### src/rtl/mem_port_arbiter.sv
// Round-robin arbiter that shares one word-wide lower memory port between the
// CPU instruction-fetch port and its data port, one latched transaction at a time.
module mem_port_arbiter #(
  parameter int DATA_WIDTH = 16,
  parameter int ADDR_WIDTH = 16,
  parameter int CNT_WIDTH  = 16
) (
  input  logic                  clk,
  input  logic                  rst_n,
  // instruction side
  input  logic                  i_read,
  input  logic [ADDR_WIDTH-1:0] i_address,
  output logic [DATA_WIDTH-1:0] i_rdata,
  output logic                  i_resp,
  // data side
  input  logic                  d_read,
  input  logic                  d_write,
  input  logic [ADDR_WIDTH-1:0] d_address,
  input  logic [DATA_WIDTH-1:0] d_wdata,
  input  logic [1:0]            d_byte_enable,
  output logic [DATA_WIDTH-1:0] d_rdata,
  output logic                  d_resp,
  // lower memory port
  output logic                  pmem_read,
  output logic                  pmem_write,
  output logic [ADDR_WIDTH-1:0] pmem_address,
  output logic [DATA_WIDTH-1:0] pmem_wdata,
  output logic [1:0]            pmem_byte_enable,
  input  logic [DATA_WIDTH-1:0] pmem_rdata,
  input  logic                  pmem_resp,
  // statistics and debug
  output logic [CNT_WIDTH-1:0]  conflict_count,
  output logic [1:0]            o_dbg_state
);

  // Handshake: CPU requests are levels held until the matching resp pulse;
  // the lower port sees a held strobe until pmem_resp, then the strobe drops
  // at that same edge and resp pulses for the single DONE cycle that follows.

  typedef enum logic [1:0] {
    ST_IDLE   = 2'd0,
    ST_BUSY_I = 2'd1,
    ST_BUSY_D = 2'd2,
    ST_DONE   = 2'd3
  } state_t;

  localparam logic GRANT_I = 1'b0;
  localparam logic GRANT_D = 1'b1;
  localparam logic [CNT_WIDTH-1:0] CNT_ONE = CNT_WIDTH'(1);

  state_t                  r_state;
  state_t                  w_state_nxt;
  logic                    r_last_grant;
  logic [CNT_WIDTH-1:0]    r_conflict_cnt;
  logic [ADDR_WIDTH-1:0]   r_addr;
  logic [DATA_WIDTH-1:0]   r_wdata;
  logic [1:0]              r_be;
  logic                    r_pmem_read;
  logic                    r_pmem_write;
  logic [DATA_WIDTH-1:0]   r_i_rdata;
  logic [DATA_WIDTH-1:0]   r_d_rdata;
  logic                    r_i_resp;
  logic                    r_d_resp;

  logic                    w_d_req;
  logic                    w_grant_i;
  logic                    w_grant_d;
  logic                    w_conflict;
  logic                    w_busy_done;

  assign w_d_req = d_read | d_write;

  always_ff @(posedge clk) begin
    if (!rst_n) begin
      r_state <= ST_IDLE;
    end else begin
      r_state <= w_state_nxt;
    end
  end

  always_comb begin
    w_state_nxt = r_state;
    w_grant_i   = 1'b0;
    w_grant_d   = 1'b0;
    w_conflict  = 1'b0;
    w_busy_done = 1'b0;
    case (r_state)
      ST_IDLE: begin
        if (i_read && w_d_req) begin
          w_conflict = 1'b1;
          if (r_last_grant == GRANT_I) begin
            w_grant_d = 1'b1;
          end else begin
            w_grant_i = 1'b1;
          end
        end else if (i_read) begin
          w_grant_i = 1'b1;
        end else if (w_d_req) begin
          w_grant_d = 1'b1;
        end
        if (w_grant_i) begin
          w_state_nxt = ST_BUSY_I;
        end else if (w_grant_d) begin
          w_state_nxt = ST_BUSY_D;
        end
      end
      ST_BUSY_I, ST_BUSY_D: begin
        if (pmem_resp) begin
          w_busy_done = 1'b1;
          w_state_nxt = ST_DONE;
        end
      end
      ST_DONE: begin
        // Requests are deliberately not looked at here so a still-held
        // request is not granted a second time.
        w_state_nxt = ST_IDLE;
      end
      default: begin
        w_state_nxt = ST_IDLE;
      end
    endcase
  end

  always_ff @(posedge clk) begin
    if (!rst_n) begin
      r_last_grant   <= GRANT_I;
      r_conflict_cnt <= '0;
      r_addr         <= '0;
      r_wdata        <= '0;
      r_be           <= '0;
      r_pmem_read    <= 1'b0;
      r_pmem_write   <= 1'b0;
      r_i_rdata      <= '0;
      r_d_rdata      <= '0;
      r_i_resp       <= 1'b0;
      r_d_resp       <= 1'b0;
    end else begin
      if (w_conflict && (r_conflict_cnt != '1)) begin
        r_conflict_cnt <= r_conflict_cnt + CNT_ONE;
      end

      if (w_grant_i) begin
        r_last_grant <= GRANT_I;
        r_addr       <= i_address;
        r_be         <= 2'b11;
        r_pmem_read  <= 1'b1;
        r_pmem_write <= 1'b0;
      end else if (w_grant_d) begin
        // A simultaneous read and write is treated as a write.
        r_last_grant <= GRANT_D;
        r_addr       <= d_address;
        r_wdata      <= d_wdata;
        r_be         <= d_write ? d_byte_enable : 2'b11;
        r_pmem_read  <= ~d_write;
        r_pmem_write <= d_write;
      end else if (w_busy_done) begin
        r_pmem_read  <= 1'b0;
        r_pmem_write <= 1'b0;
        if (r_pmem_read) begin
          if (r_last_grant == GRANT_I) begin
            r_i_rdata <= pmem_rdata;
          end else begin
            r_d_rdata <= pmem_rdata;
          end
        end
      end

      r_i_resp <= w_busy_done && (r_last_grant == GRANT_I);
      r_d_resp <= w_busy_done && (r_last_grant == GRANT_D);
    end
  end

  assign pmem_read        = r_pmem_read;
  assign pmem_write       = r_pmem_write;
  assign pmem_address     = r_addr;
  assign pmem_wdata       = r_wdata;
  assign pmem_byte_enable = r_be;
  assign i_rdata          = r_i_rdata;
  assign d_rdata          = r_d_rdata;
  assign i_resp           = r_i_resp;
  assign d_resp           = r_d_resp;
  assign conflict_count   = r_conflict_cnt;
  assign o_dbg_state      = r_state;

endmodule

### config.mk
export PLATFORM = sky130hd
export DESIGN_NAME = mem_port_arbiter
export DESIGN_NICKNAME = d
export VERILOG_FILES = /design/src/rtl/mem_port_arbiter.sv
export SDC_FILE = /design/constraint.sdc
export NUM_CORES = 1
export LEC_CHECK = 0
export CORE_MARGIN = 2
export CORE_UTILIZATION = 45
export DETAILED_ROUTE_END_ITERATION = 12
export GPL_TIMING_DRIVEN = 0
export PLACE_DENSITY = 0.86
export SYNTH_ARGS = -nofsm -noshare
export SYNTH_HDL_FRONTEND = slang
export SYNTH_SLANG_ARGS = --single-unit
### constraint.sdc
create_clock -name clk -period 3.5 [get_ports clk]
set_input_delay 0.7 -clock clk [delete_from_list [all_inputs] [get_ports clk]]
set_output_delay 0.7 -clock clk [all_outputs]
set_load 0.03 [all_outputs]
==> impl_metrics.csv <==
group,metric,value,unit
logic_synthesis,synth.net_count,494,
critical_path,critPathArrivalTime,2.67,ns
die,die_y,92.7,microns
pwr,p_switching,1.33,mW
placement,gp_congestion,0.879,
global_routing,grt_max_degree,17,
timing,fin_crit_sh,68.6,%
timing,tightest_slew,0.552,ns
clocking,h-tree-depth,3,
global_routing,grt_pass1_wl,17000,microns
placement,numPortBuffers,157,
critical_path,critPathSlowestCell,"clkdlybuf4s50_1",
critical_path,critPathLaunchType,"input pin",
min_path,hp-class,"flip-flop to flip-flop",
clocking,hold_buffers,0,
routing,drc,0,
routing,drtIter0Drc,216,
timing,slew_headroom,63.2,%
pwr,comb_power_share,43.0,%
outcome,status,"completed",
die,initial_core_util,46.1,%
global_routing,track_usage,24.4,%
pwr,swShare,39.6,%
critical_path,crit_path_cell_trace,"clkdlybuf4s50_1 > o21ai_0 > a21o_1 > clkbuf_1 > buf_2 > o22ai_1 > nor3_1",
global_routing,antenna_found_initial,0,
pwr,power.internal,2.02,mW
timing,holdWs,0.458,ns
timing,rsz0062_at_grt,"no",
clocking,cts_buffer_depth,2,
routing,totalWireLength,10500,microns
critical_path,crit_path_end_kind,"flip-flop",
clocking,ctsResizeCount,0,
logic_synthesis,synth.area.top_cells,"dfxtp_1, nand2_1, nand3_1, a21oi_1, o21ai_1",
critical_path,critical_path.max_stage_delay,0.52,ns
die,die-area,8600,sq um
global_routing,overflow,0,
pwr,p_per_area,618,nW/um^2
critical_path,crit_type,"input pin to flip-flop",
clocking,cts_tree,"built",
placement,post-place-cells,678,
clocking,clock-sinks,89,
critical_path,worstPathMaxFanout,10,
timing,drv_slew,0,
finish,fin_cells,694,
logic_synthesis,synth_seq_cells,89,
pwr,power,3.35,mW
clocking,cts_buffers,9,
die,rows,32,
timing,max_freq,416,MHz
finish,finalCoreUtilization,70.5,%
logic_synthesis,ys_seq_area_share,50.3,%
die,ioPinCount,160,
logic_synthesis,synth_edf_count,0,
pwr,pwr-share-clk,19.2,%
critical_path,required,3.77,ns
finish,antennaDiodeCount,0,
routing,ant_nets,0,
finish,final_common_cell,"clkdlybuf4s50_1",
logic_synthesis,yosysUniqueCellTypes,37,
timing,finalSetupViolCount,0,
routing,wl_per_cell,15.1,microns
job,cap_viol_max_count,0,
finish,drive_gt1_share,6.25,%
finish,fill_cells,619,
routing,drt-pass1-iter-count,5,
die,coreArea,7690,sq um
routing,vias_per_cell,5.40,
clocking,worstSkewPairLatency,0.35,ns
placement,dp_hpwl,7970,microns
pwr,seqPwrFrac,37.8,%
logic_synthesis,ys_warn_count,0,
logic_synthesis,async_flop_share,0,%
logic_synthesis,syn_area,3540,sq um
critical_path,cp_top_family,"buffers and inverters",
die,fp.dieW,92.7,microns
logic_synthesis,synthFlopType,"dfxtp_1",
timing,hold_viol,0,
timing,timing.setup.tns,0,ns
routing,vias,3751,
logic_synthesis,synthDominantCellAreaShare,50.3,%
timing,finClkSkew,0.0129,ns
logic_synthesis,yosys.area.top_type,"dfxtp_1",
global_routing,grt_pass1_vias,3580,
critical_path,r2r_setup_slack,1.37,ns
pwr,power_leakage,1.94,nW
pwr,vdd_drop_max,404,uV
clocking,postCtsSetupBuffers,0,
critical_path,crit_buf_inv,3,
clocking,clk_pin_slew_worst_paths,0.10,ns
finish,syn2layout_area_growth,52.9,%
logic_synthesis,avgSynthCellArea,8.45,sq um
finish,num-nets-final,662,
finish,final_cell_mix,"clkdlybuf4s50_1, dfxtp_1, nand2_1",
clocking,clockRootBuffer,"clkbuf_8",
logic_synthesis,synth_cells,419,
timing,post-route-min-period,2.40,ns
[cells in the mapped netlist (2+ instances only)]
cell and count:
nand2_1 59, nor2_1 22, nor3_1 18, nand2b_1 6, ha_1 3, o21ai_0 18
inv_1 8, or4_1 8, dfxtp_1 89, and3_1 4, a21oi_1 32, clkbuf_1 12
buf_2 10, o31ai_1 8, nand3_1 40, a31oi_1 3, buf_6 7, nand4_1 5
o211ai_1 2, o21ai_1 21, nor4_1 4, mux2i_1 3, buf_1 4, o22ai_1 16
or3_1 5
[layer usage]
| layer | global-route usage [%] | vias to the layer above | wire (microns) | part of all wire [%] |
|---|---|---|---|---|
| met4 | 8.95 | 0 | 205 | 2.0 |
| met1 | 30.2 | 1718 | 4260 | 41 |
| met5 | 0 | - | 0 | 0 |
| li1 | - | 1839 | - | - |
| met3 | 6.59 | 21 | 916 | 8.7 |
| met2 | 40.8 | 173 | 5110 | 49 |
[cells by family (layout without fill, tap and decap cells)]
group,after synthesis,in the layout,share of synthesized area (%)
and+or+nand+nor,174,174,23.5
buffers and inverters,42,215,6.39
muxes,3,3,0.848
AOI/OAI and AO/OA,108,108,17.9
DFF,89,89,50.3
adders and majority gates,3,3,1.06
[sequential cells by signal (all words and copies together) (netlist names)]
signal and cells:
conflict_count 16, d_rdata 16, i_rdata 16, pmem_address 16, pmem_wdata 16, o_dbg_state 2, pmem_byte_enable 2, d_resp 1
i_resp 1, pmem_read 1, pmem_write 1, r_last_grant 1
[final cells by class]
class / count / area [sq um] / area share, %
Buffer: 34 / 196 / 3.63
Clock buffer: 9 / 124 / 2.29
Clock inverter: 7 / 52.6 / 0.970
Inverter: 8 / 30.0 / 0.554
Multi-Input combinational cell: 288 / 1530 / 28.3
Sequential cell: 89 / 1780 / 32.9
Tap cell: 102 / 128 / 2.36
Timing Repair Buffer: 157 / 1570 / 29.0
[tightest hold or removal path: stages, from the launching register on]
cell	delay (ns)
dfxtp_1	0.32
nand2_1	0.05
a21oi_1	0.05
[final timing paths]
| check | startpoint | end | depth (start not counted) |
|---|---|---|---|
| hold / removal | pmem_wdata[3] | pmem_wdata[3] | 2 |
| setup / recovery | d_read | pmem_address[4] | 7 |
| setup reg to reg | o_dbg_state[0] | pmem_address[4] | 8 |
| hold reg to reg | pmem_wdata[3] | pmem_wdata[3] | 2 |
[metrics by stage]
stage	instance area [sq um]	setup slack [ns]
CTS	5420	1.07
finish	5420	1.10
floorplan	3540	1.38
global placement	5240	0.780
detailed placement	5240	0.695
global route	5420	0.949
[power by group through the flow]
stage | combinational [mW] | clock, mW | sequential [mW]
final | 1.44 | 0.643 | 1.27
after global routing | 1.55 | 0.703 | 1.28
after CTS | 1.44 | 0.657 | 1.27
after detailed placement | 1.44 | 0 | 1.29
after global placement | 1.41 | 0 | 1.28
after floorplan | 0.558 | 0 | 1.60
Note: power is estimated with default switching activity, not from simulation.
